`config.mk`:
```
export PLATFORM = sky130hd
export DESIGN_NAME = rls_result_reader
export DESIGN_NICKNAME = d
export VERILOG_FILES = /design/src/rtl/rls_pkg.sv /design/src/rtl/rls_fifo_mem.sv /design/src/rtl/rls_result_reader.sv
export SDC_FILE = /design/constraint.sdc
export NUM_CORES = 1
export LEC_CHECK = 0
export ABC_AREA = 1
export BUFFER_PORTS_ARGS = -buffer_cell sky130_fd_sc_hd__buf_2
export CAP_MARGIN = 30
export CORE_MARGIN = 3
export CORE_UTILIZATION = 30
export CTS_BUF_LIST = sky130_fd_sc_hd__clkbuf_8 sky130_fd_sc_hd__clkbuf_16
export DETAILED_ROUTE_END_ITERATION = 10
export PLACE_DENSITY = 0.56
export SYNTH_ARGS = -nofsm -noshare
export SYNTH_HDL_FRONTEND = slang
export SYNTH_SLANG_ARGS = --single-unit
```
`constraint.sdc`:
```
create_clock -name clk -period 5.09 [get_ports clk]
set_input_delay 0.509 -clock clk [delete_from_list [all_inputs] [get_ports clk]]
set_output_delay 0.509 -clock clk [all_outputs]
set_load 0.02 [all_outputs]
```
`src/rtl/rls_pkg.sv`:
```
// Shared definitions for the RLS result reader: FSM state encoding and the
// Q17.15 sample-format constants.
package rls_pkg;

    typedef enum logic [1:0] {
        IDLE    = 2'd0,
        CAPTURE = 2'd1,
        DRAIN   = 2'd2,
        DONE    = 2'd3
    } rls_state_e;

    localparam int unsigned FRAC_BITS = 15;
    localparam logic [31:0] ONE       = 32'h0000_8000;

endpackage

```
`src/rtl/rls_fifo_mem.sv`:
```
// Simple dual-port DEPTH x WIDTH sample store: one write port, one read port
// with a registered output (read-during-write to the same address returns old data).
module rls_fifo_mem #(
    parameter int WIDTH = 32,
    parameter int DEPTH = 16,
    parameter int AW    = $clog2(DEPTH)
) (
    input  logic             clk,
    input  logic             we_i,
    input  logic [AW-1:0]    waddr_i,
    input  logic [WIDTH-1:0] wdata_i,
    input  logic [AW-1:0]    raddr_i,
    output logic [WIDTH-1:0] rdata_o
);

    logic [WIDTH-1:0] mem_q [DEPTH];
    logic [WIDTH-1:0] rdata_q;

    always_ff @(posedge clk) begin
        if (we_i) begin
            mem_q[waddr_i] <= wdata_i;
        end
        rdata_q <= mem_q[raddr_i];
    end

    assign rdata_o = rdata_q;

endmodule

```
`src/rtl/rls_result_reader.sv`:
```
// Captures a run of Q17.15 samples into a circular FIFO and drains them to a
// valid/ready consumer. Optional min/max tracking is enabled by RLS_READER_MINMAX_EN.
//
// state   | meaning
// IDLE    | waiting for the first write or an immediate final
// CAPTURE | storing producer samples until final
// DRAIN   | writes ignored; emptying the buffer
// DONE    | buffer drained after final; held until reset
module rls_result_reader
    import rls_pkg::*;
#(
    parameter int WIDTH = 32,
    parameter int DEPTH = 16
) (
    input  logic                   clk,
    input  logic                   reset,
    input  logic                   write,
    input  logic [WIDTH-1:0]       x,
    input  logic                   final_i,
    output logic                   rd_valid,
    input  logic                   rd_ready,
    output logic [WIDTH-1:0]       rd_data,
    output logic [$clog2(DEPTH):0] count,
    output logic                   overflow,
    output logic                   done
`ifdef RLS_READER_MINMAX_EN
    ,
    output logic signed [WIDTH-1:0] min_x,
    output logic signed [WIDTH-1:0] max_x
`endif
);

    localparam int AW = $clog2(DEPTH);
    localparam int CW = AW + 1;
    localparam logic [CW-1:0] FULL = CW'(DEPTH);

    rls_state_e       state_q, state_d;
    logic [AW-1:0]    wr_ptr_q, wr_ptr_d;
    logic [AW-1:0]    rd_ptr_q, rd_ptr_d;
    logic [CW-1:0]    count_q, count_d;
    logic             ovf_q, ovf_d;
    logic [WIDTH-1:0] byp_q, byp_d;
    logic             byp_sel_q, byp_sel_d;
    logic [WIDTH-1:0] mem_rdata;

    logic full, pop, can_store, push;

    always_comb begin
        state_d = state_q;
        case (state_q)
            IDLE: begin
                if (final_i) begin
                    state_d = DRAIN;
                end else if (write) begin
                    state_d = CAPTURE;
                end
            end
            CAPTURE: begin
                if (final_i) begin
                    state_d = DRAIN;
                end
            end
            DRAIN: begin
                if (count_q == '0) begin
                    state_d = DONE;
                end
            end
            DONE:    state_d = DONE;
            default: state_d = IDLE;
        endcase
    end

    always_comb begin
        full      = (count_q == FULL);
        pop       = (count_q != '0) && rd_ready;
        can_store = write && ((state_q == IDLE) || (state_q == CAPTURE));
        push      = can_store && (!full || pop);

        wr_ptr_d = push ? wr_ptr_q + AW'(1) : wr_ptr_q;
        rd_ptr_d = pop  ? rd_ptr_q + AW'(1) : rd_ptr_q;

        case ({push, pop})
            2'b10:   count_d = count_q + CW'(1);
            2'b01:   count_d = count_q - CW'(1);
            default: count_d = count_q;
        endcase

        ovf_d = ovf_q | (can_store && full && !pop);

        // The memory cannot return a sample written on the same edge it is read,
        // so a store landing on the next head address is forwarded through byp_q.
        byp_d     = byp_q;
        byp_sel_d = byp_sel_q && !pop;
        if (push) begin
            byp_sel_d = (wr_ptr_q == rd_ptr_d);
            if (wr_ptr_q == rd_ptr_d) begin
                byp_d = x;
            end
        end
    end

    always_ff @(posedge clk) begin
        if (reset) begin
            state_q   <= IDLE;
            wr_ptr_q  <= '0;
            rd_ptr_q  <= '0;
            count_q   <= '0;
            ovf_q     <= 1'b0;
            byp_q     <= '0;
            byp_sel_q <= 1'b1;
        end else begin
            state_q   <= state_d;
            wr_ptr_q  <= wr_ptr_d;
            rd_ptr_q  <= rd_ptr_d;
            count_q   <= count_d;
            ovf_q     <= ovf_d;
            byp_q     <= byp_d;
            byp_sel_q <= byp_sel_d;
        end
    end

    rls_fifo_mem #(
        .WIDTH (WIDTH),
        .DEPTH (DEPTH)
    ) u_mem (
        .clk     (clk),
        .we_i    (push && !reset),
        .waddr_i (wr_ptr_q),
        .wdata_i (x),
        .raddr_i (rd_ptr_d),
        .rdata_o (mem_rdata)
    );

    assign rd_valid = (count_q != '0);
    assign rd_data  = byp_sel_q ? byp_q : mem_rdata;
    assign count    = count_q;
    assign overflow = ovf_q;
    assign done     = (state_q == DONE);

`ifdef RLS_READER_MINMAX_EN
    logic signed [WIDTH-1:0] min_q, min_d;
    logic signed [WIDTH-1:0] max_q, max_d;
    logic                    seen_q, seen_d;

    always_comb begin
        min_d  = min_q;
        max_d  = max_q;
        seen_d = seen_q;
        if (push) begin
            seen_d = 1'b1;
            if (!seen_q || ($signed(x) < min_q)) begin
                min_d = $signed(x);
            end
            if (!seen_q || ($signed(x) > max_q)) begin
                max_d = $signed(x);
            end
        end
    end

    always_ff @(posedge clk) begin
        if (reset) begin
            min_q  <= '0;
            max_q  <= '0;
            seen_q <= 1'b0;
        end else begin
            min_q  <= min_d;
            max_q  <= max_d;
            seen_q <= seen_d;
        end
    end

    assign min_x = min_q;
    assign max_x = max_q;
`endif

endmodule
```
==> results.cfg <==
[worst_hold_path]
hold_depth = 2
hold-path-endpoint = state_q[0]
min_from = final_i
min_path_type = primary input to register

[floorplan]
ios = 77
num_rows = 106
core-area_mm2 = 0.0840
dieWidth_um = 298
initial_utilization_pct = 30.4
dieArea_mm2 = 0.0886
die_y_um = 298

[sta]
setup_tns_ns = 0
post-route-period-util_pct = 59.6
skew_ns = 0.0206
setup_violations = 0
rsz0062_at_grt = no
final_hold_viol_count = 0
slew_viol_final = 0
max_freq_mhz = 330
relSlewSlack_pct = 34.6
period_minus_slack_ns = 3.03
worst_pin_slew_ns = 0.982

[run]
maxCapViolCount = 0

[grt]
grt_pass1_vias = 16200
grt_max_degree = 135
grt_pass1_wl_um = 101000
grt_usage_pct = 14.7
grt_overflow = 0
antenna_found_initial = 1

[synth]
synth.area.mux_share_pct = 1.41
synth_commonest_cells = 747 x nand2_1, 512 x edfxtp_1, 447 x inv_1, 430 x nand3_1, 81 x dfxtp_1
syn_area_per_cell_um2 = 10.1
ys_async_sr_fraction_pct = 0
syn_nets = 2573
yosysWarningCount = 0
synthFlopType = edfxtp_1
synth_compound_gate_area_share_pct = 1.17
synth-seq-cells = 593
syn_area_mm2 = 0.0255
synth-edff-count = 512
yosysUniqueCellTypes = 30
syn_inst = 2530
synth_area_leader_cell = edfxtp_1
synth_top_family_by_area = simple AND/OR/NAND/NOR gates
seq_area_frac_synth_pct = 66.6
synthDominantCellAreaShare_pct = 60.2
synth_xor_area_share_pct = 0.137
synth_fa_ha_area_share_pct = 0.294
yosysMostFrequentCell = nand2_1
netlist_top_cells_area = edfxtp_1 60%, nand2_1 11%, nand3_1 8.4%
synthSimpleGateAreaFrac_pct = 21.0

[detailed_routing]
wl_per_cell_um = 17.4
viasPerCell = 4.43
remaining_drc_errors = 0
routed_wl_um = 65600
drt-initial-drc-count = 1372
vias = 16700
drt_first_pass_iters = 5
ant_nets = 0

[clocking]
cts.repair.resized = 0
cts.htree.levels = 2
clockBufferDepth = 3
root_buffer = clkbuf_16
numCtsBuffers = 60
postCtsSetupRepairBufs = 0
clk_latency_ns = 0.63
tritoncts = done
hold_buffers = 0
clk_pin_slew_ns = 0.06
cts.sinks = 593

[setup_path]
critPathArrivalTime_ns = 3.54
critPathLaunchType = register
crit_fanout = 36
required_ns = 5.60
r2r_slack_ns = 2.06
rr_worst_depth = 12
slowest_stage = buf_4
cp_cell_sequence = nor2_2 > nand3_2 > nand2_4 > nand2_1 > nand2_2 > buf_4 > nor2_1 > nor2_4 > buf_4 > nand3_1 > nand2_1 > nor2_1
critical_path.max_stage_delay_ns = 0.50
timing.rr.end = byp_q[17]
rr_startpoint = count[0]
endpoint_kind = register
crit_type = register to register

[power]
vdd_drop_max_mv = 0.420
p_leak_nw = 12.4
p_per_area_mw_per_mm2 = 555

[placement]
place_area_mm2 = 0.0272
portBuffers = 76
gp_congestion = 0.753
dpl.hpwl_um = 35100

[final_layout]
syn_to_final_growth_pct = 14.2
nNetsFinal = 2624
design_area_mm2 = 0.0291
drive_gt1_share_pct = 10.9
antenna_cells = 0
fillerInstances = 8431

[outcome]
outcome = finished clean
## registers in the layout, summed over array words and instances, names as in the netlist
| signal | cells |
|---|---|
| byp_sel_q | 1 |
| u_mem.mem_q | 512 |
| overflow | 1 |
| state_q | 2 |
| wr_ptr_q | 4 |
| rd_ptr_q | 4 |
| u_mem.rdata_o | 32 |
| count | 5 |
| byp_q | 32 |
## per-stage QoR
step	hold slack (ns)	power (mW)	worst slack [ns]	cells	util, %
floorplan	0.446	10.2	1.24	2530	-
global placement	0.446	12.0	1.84	3649	32.3
detailed placement	0.459	12.0	1.91	3652	32.4
CTS	0.0734	16.4	2.05	3764	34.7
global route	0.0924	17.2	1.74	3765	34.7
finish	0.108	16.2	2.06	3765	34.7
## final cells by class
type	count	area, um2	share of cell area, %
Clock buffer	65	1580	5.43
Clock inverter	47	344	1.18
Inverter	451	1700	5.82
Multi-Input combinational cell	1356	6280	21.5
Sequential cell	593	17000	58.3
Tap cell	1134	1420	4.87
Timing Repair Buffer	119	830	2.85
## layer usage
metal	share of wire, %	vias up	wire length (um)	GRT usage, %
li1	-	8261	-	-
met1	46	7998	30100	19.9
met2	48	358	31600	25.1
met3	4.3	70	2820	1.94
met4	1.6	0	1040	3.22
met5	0	-	0	0
## report_power, final
| part | internal (mW) | switching (mW) | total [mW] | leakage, nW |
|---|---|---|---|---|
| registers | 5.56 | 0.183 | 5.75 | 5.28 |
| logic | 1.85 | 4.29 | 6.14 | 6.07 |
| clock network | 2.43 | 1.87 | 4.30 | 1.03 |
## how the worst max path moves through the flow
stage,slack [ns],cells after the start,endpoint,start
after floorplan,1.24,7,u_mem.mem_q[1][0],rd_ready
after global placement,1.84,11,u_mem.rdata_o[24],count[0]
after detailed placement,1.91,8,u_mem.mem_q[6][20],rd_ready
after CTS,2.05,12,byp_q[12],count[0]
after global routing,1.74,12,byp_q[16],count[0]
final,2.06,12,byp_q[17],count[0]
## cell families after synthesis
| kind of cell | count (synthesis) |
|---|---|
| AO/OA/AOI/OAI | 51 |
| buffers and inverters | 581 |
| multiplexers | 32 |
| adder cells (fa/ha/maj) | 6 |
| AND/OR/NAND/NOR | 1263 |
| flip-flops | 593 |
| XOR/XNOR | 4 |
## worst max-delay path: cells and delay by family (launching register included)
family | cells | cell delay, ns
buffers and inverters | 2 | 0.97
flip-flops | 1 | 0.37
AND/OR/NAND/NOR | 10 | 1.51
## cells in the final DEF, fill, tap and decap left out, drive strengths merged, types with 23 or more instances in the layout
| cell | instances |
|---|---|
| a21oi | 39 |
| buf | 118 |
| clkbuf | 66 |
| clkinv | 23 |
| dfxtp | 81 |
| edfxtp | 512 |
| inv | 470 |
| mux2 | 32 |
| nand2 | 751 |
| nand3 | 435 |
| nor2 | 61 |
Note: power is estimated with default switching activity, not from simulation.
